File: src/rtl/dmem_arbiter_if.sv
// Request/response channel between one requester (MEM stage or loader) and the data-memory arbiter.
// The arbiter connects through the slave modport and requesters through the master modport.
interface dmem_arbiter_if #(
  parameter int ADDR_W = 8
) ();

  logic              req_valid;
  logic              req_ready;
  logic              req_we;
  logic [ADDR_W-1:0] req_addr;
  logic [31:0]       req_wdata;
  logic [2:0]        req_ltype;
  logic [1:0]        req_stype;
  logic              rsp_valid;
  logic [31:0]       rsp_rdata;
  logic              rsp_err;

  modport master (
    output req_valid, req_we, req_addr, req_wdata, req_ltype, req_stype,
    input  req_ready, rsp_valid, rsp_rdata, rsp_err
  );

  modport slave (
    input  req_valid, req_we, req_addr, req_wdata, req_ltype, req_stype,
    output req_ready, rsp_valid, rsp_rdata, rsp_err
  );

endinterface

File: src/rtl/dmem_arbiter.sv
// Two-port arbiter/sequencer for the byte-addressed data memory: one accepted access per
// IDLE cycle, a single ISSUE (or ERR) cycle, then a registered one-cycle response pulse.
module dmem_arbiter #(
  parameter int ADDR_W     = 8,
  parameter bit FIXED_PRIO = 1'b0
) (
  input  logic              clk,
  input  logic              rst,
  dmem_arbiter_if.slave     p0,
  dmem_arbiter_if.slave     p1,
  output logic              mem_rd_en_o,
  output logic              mem_wr_en_o,
  output logic [ADDR_W-1:0] mem_addr_o,
  output logic [31:0]       mem_wr_data_o,
  output logic [2:0]        mem_load_type_o,
  output logic [1:0]        mem_store_type_o,
  input  logic [31:0]       mem_rd_data_i
);

  localparam logic [2:0] LOAD_B  = 3'b000;
  localparam logic [2:0] LOAD_H  = 3'b001;
  localparam logic [2:0] LOAD_W  = 3'b010;
  localparam logic [2:0] LOAD_BU = 3'b100;
  localparam logic [2:0] LOAD_HU = 3'b101;
  localparam logic [1:0] STORE_B = 2'b00;
  localparam logic [1:0] STORE_H = 2'b01;
  localparam logic [1:0] STORE_W = 2'b10;

  typedef enum logic [1:0] {
    IDLE  = 2'd0,
    ISSUE = 2'd1,
    ERR   = 2'd2
  } state_t;

  state_t            state_q, state_d;
  logic              last_grant_q;
  logic [1:0]        grant;
  logic              accept;
  logic              sel;

  logic              sel_we;
  logic [ADDR_W-1:0] sel_addr;
  logic [31:0]       sel_wdata;
  logic [2:0]        sel_ltype;
  logic [1:0]        sel_stype;
  logic              misalign;

  logic              we_q;
  logic [ADDR_W-1:0] addr_q;
  logic [31:0]       wdata_q;
  logic [2:0]        ltype_q;
  logic [1:0]        stype_q;
  logic              port_q;

  logic [1:0]        rsp_valid_q;
  logic [31:0]       rsp_rdata_q [2];
  logic [1:0]        rsp_err_q;

  // last_grant names the port that won most recently; on a conflict the other port goes next.
  always_comb begin
    grant = {p1.req_valid, p0.req_valid};
    if (p0.req_valid && p1.req_valid) begin
      if (FIXED_PRIO || last_grant_q) grant = 2'b01;
      else                            grant = 2'b10;
    end
  end

  assign p0.req_ready = (state_q == IDLE) && grant[0];
  assign p1.req_ready = (state_q == IDLE) && grant[1];
  assign accept       = (state_q == IDLE) && (grant != 2'b00);
  assign sel          = grant[1];

  assign sel_we    = sel ? p1.req_we    : p0.req_we;
  assign sel_addr  = sel ? p1.req_addr  : p0.req_addr;
  assign sel_wdata = sel ? p1.req_wdata : p0.req_wdata;
  assign sel_ltype = sel ? p1.req_ltype : p0.req_ltype;
  assign sel_stype = sel ? p1.req_stype : p0.req_stype;

  // Unknown type codes are checked with word alignment.
  always_comb begin
    misalign = 1'b0;
    if (sel_we) begin
      unique case (sel_stype)
        STORE_B: misalign = 1'b0;
        STORE_H: misalign = sel_addr[0];
        STORE_W: misalign = |sel_addr[1:0];
        default: misalign = |sel_addr[1:0];
      endcase
    end else begin
      unique case (sel_ltype)
        LOAD_B, LOAD_BU: misalign = 1'b0;
        LOAD_H, LOAD_HU: misalign = sel_addr[0];
        LOAD_W:          misalign = |sel_addr[1:0];
        default:         misalign = |sel_addr[1:0];
      endcase
    end
  end

  // NOTE: sequential state uses non-blocking (<=) so every flop samples pre-edge values.
  always_ff @(posedge clk or posedge rst) begin
    if (rst) state_q <= IDLE;
    else     state_q <= state_d;
  end

  // NOTE: every output of this block is defaulted first so no path can infer a latch.
  always_comb begin
    state_d          = state_q;
    mem_rd_en_o      = 1'b0;
    mem_wr_en_o      = 1'b0;
    mem_addr_o       = '0;
    mem_wr_data_o    = '0;
    mem_load_type_o  = '0;
    mem_store_type_o = '0;
    unique case (state_q)
      IDLE: begin
        if (accept) state_d = misalign ? ERR : ISSUE;
      end
      ISSUE: begin
        state_d          = IDLE;
        mem_rd_en_o      = ~we_q;
        mem_wr_en_o      = we_q;
        mem_addr_o       = addr_q;
        mem_wr_data_o    = wdata_q;
        mem_load_type_o  = ltype_q;
        mem_store_type_o = stype_q;
      end
      ERR:     state_d = IDLE;
      default: state_d = IDLE;
    endcase
  end

  always_ff @(posedge clk or posedge rst) begin
    if (rst) begin
      last_grant_q <= 1'b1;
      we_q         <= 1'b0;
      addr_q       <= '0;
      wdata_q      <= '0;
      ltype_q      <= '0;
      stype_q      <= '0;
      port_q       <= 1'b0;
    end else if (accept) begin
      last_grant_q <= sel;
      we_q         <= sel_we;
      addr_q       <= sel_addr;
      wdata_q      <= sel_wdata;
      ltype_q      <= sel_ltype;
      stype_q      <= sel_stype;
      port_q       <= sel;
    end
  end

  // Response data/err per port hold until that port's next response.
  always_ff @(posedge clk or posedge rst) begin
    if (rst) begin
      rsp_valid_q    <= 2'b00;
      rsp_rdata_q[0] <= '0;
      rsp_rdata_q[1] <= '0;
      rsp_err_q      <= 2'b00;
    end else begin
      rsp_valid_q <= 2'b00;
      if (state_q == ISSUE) begin
        rsp_valid_q[port_q] <= 1'b1;
        rsp_rdata_q[port_q] <= we_q ? 32'h0 : mem_rd_data_i;
        rsp_err_q[port_q]   <= 1'b0;
      end else if (state_q == ERR) begin
        rsp_valid_q[port_q] <= 1'b1;
        rsp_rdata_q[port_q] <= 32'h0;
        rsp_err_q[port_q]   <= 1'b1;
      end
    end
  end

  assign p0.rsp_valid = rsp_valid_q[0];
  assign p0.rsp_rdata = rsp_rdata_q[0];
  assign p0.rsp_err   = rsp_err_q[0];
  assign p1.rsp_valid = rsp_valid_q[1];
  assign p1.rsp_rdata = rsp_rdata_q[1];
  assign p1.rsp_err   = rsp_err_q[1];

endmodule

File: src/flat_wrapper.sv
// flat-port wrapper written by rule: the top's interface ports become plain ports
module dmem_arbiter_flat 
#(
  parameter int ADDR_W     = 8,
  parameter bit FIXED_PRIO = 1'b0
)
  (clk, rst, mem_rd_en_o, mem_wr_en_o, mem_addr_o, mem_wr_data_o, mem_load_type_o, mem_store_type_o, mem_rd_data_i, p0_req_valid, p0_req_we, p0_req_addr, p0_req_wdata, p0_req_ltype, p0_req_stype, p0_req_ready, p0_rsp_valid, p0_rsp_rdata, p0_rsp_err, p1_req_valid, p1_req_we, p1_req_addr, p1_req_wdata, p1_req_ltype, p1_req_stype, p1_req_ready, p1_rsp_valid, p1_rsp_rdata, p1_rsp_err);
  dmem_arbiter_if #(.ADDR_W(ADDR_W)) p0_i ();
  dmem_arbiter_if #(.ADDR_W(ADDR_W)) p1_i ();
  input  logic clk;
  input  logic rst;
  output logic mem_rd_en_o;
  output logic mem_wr_en_o;
  output logic [ADDR_W-1:0] mem_addr_o;
  output logic [31:0] mem_wr_data_o;
  output logic [2:0] mem_load_type_o;
  output logic [1:0] mem_store_type_o;
  input  logic [31:0] mem_rd_data_i;
  input wire logic [$bits(p0_i.req_valid)-1:0] p0_req_valid;
  input wire logic [$bits(p0_i.req_we)-1:0] p0_req_we;
  input wire logic [$bits(p0_i.req_addr)-1:0] p0_req_addr;
  input wire logic [$bits(p0_i.req_wdata)-1:0] p0_req_wdata;
  input wire logic [$bits(p0_i.req_ltype)-1:0] p0_req_ltype;
  input wire logic [$bits(p0_i.req_stype)-1:0] p0_req_stype;
  output wire logic [$bits(p0_i.req_ready)-1:0] p0_req_ready;
  output wire logic [$bits(p0_i.rsp_valid)-1:0] p0_rsp_valid;
  output wire logic [$bits(p0_i.rsp_rdata)-1:0] p0_rsp_rdata;
  output wire logic [$bits(p0_i.rsp_err)-1:0] p0_rsp_err;
  input wire logic [$bits(p1_i.req_valid)-1:0] p1_req_valid;
  input wire logic [$bits(p1_i.req_we)-1:0] p1_req_we;
  input wire logic [$bits(p1_i.req_addr)-1:0] p1_req_addr;
  input wire logic [$bits(p1_i.req_wdata)-1:0] p1_req_wdata;
  input wire logic [$bits(p1_i.req_ltype)-1:0] p1_req_ltype;
  input wire logic [$bits(p1_i.req_stype)-1:0] p1_req_stype;
  output wire logic [$bits(p1_i.req_ready)-1:0] p1_req_ready;
  output wire logic [$bits(p1_i.rsp_valid)-1:0] p1_rsp_valid;
  output wire logic [$bits(p1_i.rsp_rdata)-1:0] p1_rsp_rdata;
  output wire logic [$bits(p1_i.rsp_err)-1:0] p1_rsp_err;
  assign p0_i.req_valid = p0_req_valid;
  assign p0_i.req_we = p0_req_we;
  assign p0_i.req_addr = p0_req_addr;
  assign p0_i.req_wdata = p0_req_wdata;
  assign p0_i.req_ltype = p0_req_ltype;
  assign p0_i.req_stype = p0_req_stype;
  assign p0_req_ready = p0_i.req_ready;
  assign p0_rsp_valid = p0_i.rsp_valid;
  assign p0_rsp_rdata = p0_i.rsp_rdata;
  assign p0_rsp_err = p0_i.rsp_err;
  assign p1_i.req_valid = p1_req_valid;
  assign p1_i.req_we = p1_req_we;
  assign p1_i.req_addr = p1_req_addr;
  assign p1_i.req_wdata = p1_req_wdata;
  assign p1_i.req_ltype = p1_req_ltype;
  assign p1_i.req_stype = p1_req_stype;
  assign p1_req_ready = p1_i.req_ready;
  assign p1_rsp_valid = p1_i.rsp_valid;
  assign p1_rsp_rdata = p1_i.rsp_rdata;
  assign p1_rsp_err = p1_i.rsp_err;
  dmem_arbiter #(.ADDR_W(ADDR_W), .FIXED_PRIO(FIXED_PRIO)) u_core (.clk(clk), .rst(rst), .p0(p0_i), .p1(p1_i), .mem_rd_en_o(mem_rd_en_o), .mem_wr_en_o(mem_wr_en_o), .mem_addr_o(mem_addr_o), .mem_wr_data_o(mem_wr_data_o), .mem_load_type_o(mem_load_type_o), .mem_store_type_o(mem_store_type_o), .mem_rd_data_i(mem_rd_data_i));
endmodule
File: config.mk
export PLATFORM = sky130hd
export DESIGN_NAME = dmem_arbiter_flat
export DESIGN_NICKNAME = d
export VERILOG_FILES = /design/src/rtl/dmem_arbiter_if.sv /design/src/rtl/dmem_arbiter.sv /design/src/flat_wrapper.sv
export SDC_FILE = /design/constraint.sdc
export NUM_CORES = 1
export LEC_CHECK = 0
export BUFFER_PORTS_ARGS = -buffer_cell sky130_fd_sc_hd__buf_2
export CORE_ASPECT_RATIO = 0.5
export CORE_UTILIZATION = 51
export CTS_CLUSTER_DIAMETER = 200
export DETAILED_ROUTE_END_ITERATION = 8
export PLACE_DENSITY_LB_ADDON = 0.15
export REMOVE_ABC_BUFFERS = 1
export SLEW_MARGIN = 20
export SYNTH_ARGS = -nofsm -noshare
export SYNTH_HDL_FRONTEND = slang
export SYNTH_SLANG_ARGS = --single-unit
File: constraint.sdc
create_clock -name clk -period 7.1 [get_ports clk]
set_input_delay 0 -clock clk [delete_from_list [all_inputs] [get_ports clk]]
set_output_delay 0 -clock clk [all_outputs]
set_load 0.05 [all_outputs]
==> flow_metrics.py, run 1 <==
metrics = {
    "placed_design": {
        "place_area_sq_um": 6650,
        "port_buffers": 244,
        "place.gp.congestion": 0.797,
        "hpwl_microns": 8850,
        "dpl_worst_slack_ps": 4900,
        "placed_cells": 897,
    },
    "final_layout": {
        "stdcell_count": 1056,
        "fillCellCount": 591,
        "seqCellArea_sq_um": 2950,
        "multi_input_area_sq_um": 2230,
        "drive_gt1_share_pct": 32.6,
        "nNetsFinal": 1034,
        "final_area_sq_um": 8560,
        "layout-area-overhead-vs-synth_pct": 57.8,
        "antenna_cells": 0,
    },
    "timing": {
        "setup_violations": 0,
        "hold_violations": 0,
        "min_period_ps": 2800,
        "drv_slew": 0,
        "min_period_over_period_pct": 39.4,
        "relSlewSlack_pct": 31.6,
        "tightest_slew_ps": 1020,
        "finalSetupTns_ps": 0,
        "worst_slack_ps": 4300,
        "max_freq_mhz": 357,
        "rsz0062_at_grt": "false",
        "fin_skew_ps": 11.7,
        "whs_ps": 19.6,
    },
    "global_route": {
        "grt_pass1_vias": 5529,
        "grt_pass1_wl_microns": 27000,
        "overflow": 0,
        "antenna_found_initial": 0,
        "grt_max_degree": 66,
        "track_usage_pct": 32.0,
    },
    "setup_path": {
        "cp.required_ps": 7380,
        "critical_path_peak_fanout": 31,
        "r2r-end": "u_core.ltype_q[0]",
        "cp-startpoint": "u_core.last_grant_q",
        "critPathCaptureType": "flip-flop",
        "worstReg2RegStart": "u_core.last_grant_q",
        "crit_arrival_ps": 3080,
        "max_stage_delay_ps": 690,
        "path_class": "flip-flop to flip-flop",
        "worst-r2r-cell-count": 5,
        "crit_path_start_kind": "flip-flop",
        "crit_chain": "a21boi_4, buf_4, mux2i_1, dlygate4sd3_1, o21ai_1",
        "slowest_stage": "a21boi_4",
        "rrSetupSlack_ps": 4300,
    },
    "clocking": {
        "cts-root-buf": "clkbuf_16",
        "ctsResizeCount": 0,
        "h-tree-depth": 4,
        "cts_sinks": 118,
        "holdBufCountCts": 126,
        "post_cts_buffers": 0,
        "cts_buffers": 17,
        "clockBufferDepth": 2,
        "cts_tree": "yes",
        "clk_latency_ps": 410,
        "path_clk_slew_ps": 60,
    },
    "logic_synthesis": {
        "synth_common_cells": "117 x dfrtp_1, 115 x nand2_1, 63 x o21ai_0",
        "synth_area_leaders": "dfrtp_1 54%, mux2i_1 8.5%, nand2_1 8.0%",
        "synth.most_common_cell": "dfrtp_1",
        "postSynth.asyncResetShare_pct": 100,
        "syn_inst": 545,
        "ys_ff_latch": 118,
        "avgSynthCellArea_sq_um": 9.95,
        "synthFlopType": "dfrtp_1",
        "seq_area_frac_synth_pct": 54.5,
        "synth_edf_count": 0,
        "yosysTopAreaCell": "dfrtp_1",
        "synth_warnings": 0,
        "syn_area_sq_um": 5420,
        "yosysTopAreaCellShare_pct": 54.0,
        "ys_types": 32,
    },
    "route": {
        "drt-met1-wl_microns": 6860,
        "routed.top_layer": "met4",
        "via_per_inst": 5.14,
        "vias": 5429,
        "ant_nets": 0,
        "dr.pass1.iters": 4,
        "met2_length_microns": 8760,
        "drt-total-wl_microns": 17300,
        "wl_per_cell_microns": 16.3,
        "dr_wl_met3_microns": 1180,
        "drc": 0,
        "drtIter0Drc": 274,
    },
    "min_path": {
        "holdPathStages": 4,
        "hold_path.class": "input pin to flip-flop",
        "hold_end": "u_core.state_q[1]",
        "hold_start": "p1_req_valid",
    },
    "floorplan": {
        "die_w_microns": 148,
        "fp.coreArea_sq_um": 10300,
        "fp-row-count": 26,
        "pin_count": 245,
        "chipHeight_microns": 74.9,
        "design.die.area_sq_um": 11100,
        "initial_core_util_pct": 52.8,
    },
    "outcome": {
        "status": "complete, no violations",
    },
    "power_and_ir_drop": {
        "p_leak_nw": 4.44,
        "peakVddDrop_mv": 0.339,
        "p_per_area_nw_per_um2": 477,
    },
    "flow_run": {
        "max-cap-violations": 0,
    },
}
-- power by group --
| group | switching [mW] | leakage, nW | internal (mW) |
|---|---|---|---|
| sequential | 0.185 | 1.52 | 0.972 |
| combinational | 1.47 | 2.62 | 0.560 |
| clock | 0.329 | 0.299 | 0.567 |
-- stage by stage --
step	util, %	power [mW]
2_1_floorplan	-	2.55
3_3_place_gp	64.7	3.00
3_5_place_dp	64.7	3.04
4_1_cts	83.0	4.02
5_1_grt	83.2	4.30
6_report	83.2	4.08
-- per-layer routing --
layer  global-route usage, %  vias up
li1                        -     2532
met1                    37.2     2589
met2                    57.4      257
met3                    8.55       51
met4                    14.2        0
met5                       0        -
-- worst max-delay path, delay by kind of cell, from the launching register on --
family | cells | cell delay (ps)
AO/OA/AOI/OAI | 2 | 760
buffers and inverters | 2 | 1210
flip-flops | 1 | 380
multiplexers | 1 | 290
-- placed cells by master, fill, tap and decap left out, types with 3 or more instances in the layout --
cell type	n
a211oi_1	3
a21oi_1	3
and2_1	46
buf_2	244
buf_4	6
bufinv_16	3
clkbuf_16	17
clkinv_4	5
dfrtp_1	117
dlygate4sd3_1	126
ha_1	3
inv_1	6
inv_6	3
mux2i_1	46
nand2_1	115
nand2b_1	34
nor2_1	4
o21ai_0	63
o21ai_1	41
o21ai_2	8
o31ai_1	3
-- kinds of logic (layout without fill, tap and decap cells) --
kind of cell | count (synthesis) | count (layout) | synth area share [%]
buf+inv | 45 | 416 | 4.75
compound gates | 128 | 128 | 13.3
mux | 46 | 46 | 8.49
flops | 118 | 118 | 54.5
fa+ha+maj | 3 | 3 | 0.692
simple gates | 205 | 205 | 18.3
-- cell type report --
cell class,instances,share of cell area [%]
repair buffers,377,29.9
multi-input cells,382,26.0
clock inverters,13,2.02
clock buffers,19,5.18
well taps,140,2.05
inverters,7,0.336
flip-flops and latches,118,34.5
-- sequential cells by signal, summed over array words and instances, names as in the netlist, named ones only --
signal               count
u_core.p0.rsp_rdata     32
u_core.p1.rsp_rdata     32
u_core.wdata_q          32
u_core.addr_q            8
u_core.ltype_q           3
u_core.rsp_valid_q       2
u_core.state_q           2
u_core.stype_q           2
u_core.last_grant_q      1
u_core.port_q            1
u_core.we_q              1
-- worst max-delay path by stage --
| stage | endpoint | slack [ps] | cells past startpoint |
|---|---|---|---|
| after floorplan | u_core.state_q[0] | 3460 | 4 |
| after global placement | u_core.wdata_q[19] | 4940 | 4 |
| after detailed placement | u_core.wdata_q[19] | 4900 | 4 |
| after CTS | u_core.stype_q[1] | 4370 | 5 |
| after global routing | u_core.ltype_q[0] | 4180 | 5 |
| final | u_core.ltype_q[0] | 4300 | 5 |
Note: power is estimated with default switching activity, not from simulation.
==> run 2: changes to the inputs <==
CORE_UTILIZATION = 43   (was 51)
clock period = 2.5 ns   (was 7.1 ns; I/O delays follow)
==> flow_metrics.py, run 2 (synthesis gave the netlist of run 1 again) <==
metrics = {
    "power_and_ir_drop": {
        "p_switching_mw": 5.50,
        "pwr-share-seq_pct": 28.0,
        "power_mw": 11.5,
        "p_per_area_nw_per_um2": 1340,
        "pwr-share-clk_pct": 22.3,
        "p_leak_nw": 4.45,
        "swShare_pct": 47.7,
        "peakVddDrop_mv": 0.631,
        "pwr-share-comb_pct": 49.7,
        "power.internal_mw": 6.02,
    },
    "floorplan": {
        "fp-row-count": 28,
        "design.die.area_sq_um": 13100,
        "die_w_microns": 161,
        "pin_count": 245,
        "fp.coreArea_sq_um": 12100,
        "initial_core_util_pct": 45.0,
        "chipHeight_microns": 81.4,
    },
    "placed_design": {
        "place_area_sq_um": 6740,
        "hpwl_microns": 9000,
        "placed_cells": 927,
        "place.gp.congestion": 0.767,
        "port_buffers": 244,
    },
    "flow_run": {
        "max-cap-violations": 0,
    },
    "clocking": {
        "h-tree-depth": 4,
        "post_cts_buffers": 0,
        "clk_latency_ps": 400,
        "clockBufferDepth": 2,
        "cts_sinks": 118,
        "cts_buffers": 17,
        "ctsResizeCount": 0,
        "cts_tree": "yes",
        "cts-root-buf": "clkbuf_16",
        "path_clk_slew_ps": 60,
    },
    "global_route": {
        "antenna_found_initial": 0,
        "grt_max_degree": 119,
        "track_usage_pct": 24.2,
        "grt_pass1_vias": 5120,
        "overflow": 0,
        "grt_pass1_wl_microns": 24800,
    },
    "route": {
        "drt-total-wl_microns": 15700,
        "drc": 0,
        "vias": 5260,
        "wl_per_cell_microns": 14.5,
        "drtIter0Drc": 241,
        "dr.pass1.iters": 4,
        "ant_nets": 0,
        "via_per_inst": 4.86,
    },
    "final_layout": {
        "seqCellArea_sq_um": 2950,
        "nNetsFinal": 1037,
        "layout-area-overhead-vs-synth_pct": 59.0,
        "fillCellCount": 936,
        "antenna_cells": 0,
        "final_common_cell": "buf_2",
        "drive_gt1_share_pct": 32.9,
        "utilization_pct": 71.5,
        "stdcell_count": 1083,
        "layout_common_cells": "244 x buf_2, 125 x dlygate4sd3_1, 117 x dfrtp_1",
        "final_area_sq_um": 8620,
        "multi_input_area_sq_um": 2230,
    },
    "timing": {
        "drv_slew": 0,
        "relSlewSlack_pct": 51.1,
        "max_freq_mhz": 498,
        "rsz0062_at_grt": "false",
        "min_period_over_period_pct": 80.3,
        "fin_skew_ps": 12.1,
        "hold_violations": 0,
        "tightest_slew_ps": 730,
        "whs_ps": 104,
        "min_period_ps": 2010,
        "setup_violations": 0,
    },
    "setup_path": {
        "rrSetupSlack_ps": 490,
        "crit_path_start_kind": "flip-flop",
        "critPathCaptureType": "flip-flop",
        "crit_path_end": "u_core.wdata_q[21]",
        "crit_arrival_ps": 2270,
        "worstReg2RegStart": "u_core.last_grant_q",
        "path_class": "flip-flop to flip-flop",
        "r2r-end": "u_core.wdata_q[21]",
        "cp.required_ps": 2770,
        "cp-startpoint": "u_core.last_grant_q",
        "critical_path_peak_fanout": 50,
        "worst-r2r-cell-count": 5,
    },
    "outcome": {
        "status": "complete, no violations",
    },
    "min_path": {
        "hold_path.class": "input pin to flip-flop",
        "holdPathStages": 4,
    },
}
==> run 2: worst min path at each step <==
stage                      startpoint                       to
floorplan           mem_rd_data_i[26]  u_core.p0.rsp_rdata[26]
global placement                  rst  u_core.p1.rsp_rdata[27]
detailed placement                rst  u_core.p1.rsp_rdata[11]
CTS                      p1_req_valid        u_core.state_q[0]
global route           p0_req_addr[1]        u_core.state_q[0]
finish                   p1_req_valid        u_core.state_q[1]
==> run 2: layout make-up <==
cell class,instances,area share (%)
Multi-Input combinational cell,382,25.8
Clock inverter,14,2.34
Inverter,7,0.334
Clock buffer,17,4.93
Tap cell,165,2.39
Timing Repair Buffer,380,29.9
Sequential cell,118,34.3
==> run 2: power groups by stage <==
stage / combinational (mW) / clock (mW) / sequential, mW
detailed placement: 5.46 / 0 / 3.24
global route: 6.15 / 2.70 / 3.34
global placement: 5.39 / 0 / 3.21
CTS: 5.71 / 2.61 / 3.21
floorplan: 2.57 / 0 / 4.67
finish: 5.72 / 2.57 / 3.22
==> run 2: metal layers <==
metal / vias up / part of all wire [%] / global-route usage, %
met1: 2517 / 43 / 29.0
met3: 33 / 5.4 / 5.52
li1: 2536 / - / -
met2: 174 / 50 / 43.4
met5: - / 0 / 0
met4: 0 / 1.8 / 9.15
==> run 2: per-stage QoR <==
step           setup slack (ps)  TNS (ps)
3_5_place_dp                668         0
2_1_floorplan             -1140    -95660
4_1_cts                     481         0
6_report                    493         0
5_1_grt                     359         0
3_3_place_gp                749         0
==> run 2: critical path: stages (launching register included) <==
cell           delay [ps]
dfstp_2               380
a21boi_4              170
buf_12                330
mux2i_1               250
dlygate4sd3_1         630
o21ai_2                80
==> run 2: repair_timing <==
action | CTS | global route
endpoints found under the setup margin | 0 | 0
endpoints found under the hold margin | 229 | 0
hold buffers | 125 | 0
==> run 3: changes to the inputs <==
CORE_UTILIZATION = 47   (was 43)
clock period = 2.1 ns   (was 2.5 ns; I/O delays follow)
==> flow_metrics.py, run 3 (synthesis gave the netlist of run 1 again) <==
metrics = {
    "timing": {
        "hold_violations": 0,
        "whs_ps": 52.2,
        "relSlewSlack_pct": 52.3,
        "fin_skew_ps": 9.74,
        "drv_slew": 0,
        "finalSetupTns_ps": 0,
        "rsz0062_at_grt": "false",
        "max_freq_mhz": 498,
        "min_period_ps": 2010,
        "setup_violations": 0,
        "tightest_slew_ps": 716,
        "min_period_over_period_pct": 95.6,
        "worst_slack_ps": 91.6,
    },
    "placed_design": {
        "place.gp.congestion": 0.801,
        "hpwl_microns": 9100,
        "port_buffers": 244,
        "dpl_worst_slack_ps": 509,
    },
    "floorplan": {
        "chipHeight_microns": 78.0,
        "design.die.area_sq_um": 12000,
        "initial_core_util_pct": 48.8,
        "pin_count": 245,
        "fp.coreArea_sq_um": 11100,
        "die_w_microns": 154,
        "fp-row-count": 27,
    },
    "global_route": {
        "grt_max_degree": 56,
        "grt_pass1_vias": 5418,
        "track_usage_pct": 27.4,
        "overflow": 0,
        "antenna_found_initial": 0,
        "grt_pass1_wl_microns": 25600,
    },
    "power_and_ir_drop": {
        "p_leak_nw": 4.48,
        "p_per_area_nw_per_um2": 1570,
        "peakVddDrop_mv": 0.818,
        "power_mw": 13.6,
    },
    "final_layout": {
        "utilization_pct": 77.5,
        "antenna_cells": 0,
        "nNetsFinal": 1041,
        "drive_gt1_share_pct": 33.2,
        "fillCellCount": 765,
        "layout_common_cells": "244 x buf_2, 126 x dlygate4sd3_1, 117 x dfrtp_1",
        "layout-area-overhead-vs-synth_pct": 58.9,
        "final_common_cell": "buf_2",
    },
    "setup_path": {
        "cp_num_cells": 5,
        "cp_num_buf_inv": 2,
        "worst-r2r-cell-count": 5,
        "critPathCaptureType": "flip-flop",
        "worstReg2RegStart": "u_core.last_grant_q",
        "rrSetupSlack_ps": 90,
        "crit_arrival_ps": 2290,
        "critical_path_peak_fanout": 24,
        "cp-startpoint": "u_core.last_grant_q",
        "crit_path_start_kind": "flip-flop",
        "r2r-end": "u_core.wdata_q[14]",
        "critPathTopFamily": "buffers and inverters",
        "crit_path_end": "u_core.wdata_q[14]",
        "cp.required_ps": 2380,
        "path_class": "flip-flop to flip-flop",
        "slowest_stage": "dlygate4sd3_1",
        "max_stage_delay_ps": 600,
        "crit_chain": "a21boi_4, buf_4, mux2i_1, dlygate4sd3_1, o21ai_1",
    },
    "flow_run": {
        "max-cap-violations": 0,
    },
    "min_path": {
        "hold_path.class": "input pin to flip-flop",
        "hold_start": "p1_req_valid",
    },
    "clocking": {
        "clk_latency_ps": 400,
        "cts-root-buf": "clkbuf_16",
        "h-tree-depth": 4,
        "post_cts_buffers": 0,
        "cts_sinks": 118,
        "cts_buffers": 17,
        "clockBufferDepth": 2,
        "path_clk_slew_ps": 50,
        "cts_tree": "yes",
    },
    "route": {
        "via_per_inst": 4.88,
        "ant_nets": 0,
        "drtIter0Drc": 255,
        "dr.pass1.iters": 4,
        "vias": 5214,
        "drt-total-wl_microns": 15400,
        "drc": 0,
        "wl_per_cell_microns": 14.4,
    },
    "outcome": {
        "status": "complete, no violations",
    },
}
-- run 3: cell types whose count changed in the layout (fill, tap and decap cells not counted), sizes merged --
| cell | previous run | this run |
|---|---|---|
| buf | 255 | 258 |
| bufinv | 4 | 2 |
| clkbuf | 17 | 19 |
| clkinv | 6 | 8 |
| clkinvlp | 2 | 0 |
| dlygate4sd3 | 125 | 126 |
| inv | 9 | 10 |
-- run 3: through the flow --
step                instance area (sq um)  std cells
global placement                     6750        910
detailed placement                   6750        910
CTS                                  8610       1068
global route                         8620       1068
finish                               8620       1068
floorplan                            5190        507
-- run 3: how the worst min path moves through the flow --
stage	endpoint	slack [ps]	cells after the start
floorplan	u_core.p0.rsp_rdata[26]	160	2
global placement	u_core.p0.rsp_rdata[0]	170	2
detailed placement	u_core.p0.rsp_rdata[0]	170	2
CTS	u_core.state_q[1]	30	4
global route	u_core.state_q[1]	70	4
finish	u_core.state_q[1]	50	4
-- run 3: repair_timing --
item / 4_1_cts / 5_1_grt
resized for setup: 0 / 1
endpoints found under the hold margin: 164 / 0
hold buffers: 126 / 0
endpoints found under the setup margin: 0 / 1
-- run 3: per-layer routing --
metal / vias up / wire (microns) / global-route usage, % / share of wire [%]
li1: 2549 / - / - / -
met3: 40 / 659 / 5.42 / 4.3
met1: 2447 / 6620 / 32.8 / 43
met5: - / 0 / 0 / 0
met2: 178 / 7680 / 48.0 / 50
met4: 0 / 421 / 12.7 / 2.7
-- run 3: worst reg2reg max path, delay by kind of cell, from the launching register on --
family | cells | cell delay (ps)
DFF | 1 | 380
AOI/OAI and AO/OA | 2 | 220
muxes | 1 | 300
buffers and inverters | 2 | 990
-- run 3: cell type report --
class / instances / area (sq um) / share of cell area [%]
repair buffers: 384 / 2630 / 30.5
inverters: 7 / 28.8 / 0.334
well taps: 145 / 181 / 2.11
clock buffers: 19 / 453 / 5.26
clock inverters: 13 / 145 / 1.68
multi-input cells: 382 / 2230 / 25.8
flip-flops and latches: 118 / 2950 / 34.3
-- run 3: where the power goes --
part,switching (mW),internal (mW)
clock network,1.05,1.82
registers,0.525,3.29
logic,4.94,1.94
total,6.52,7.04
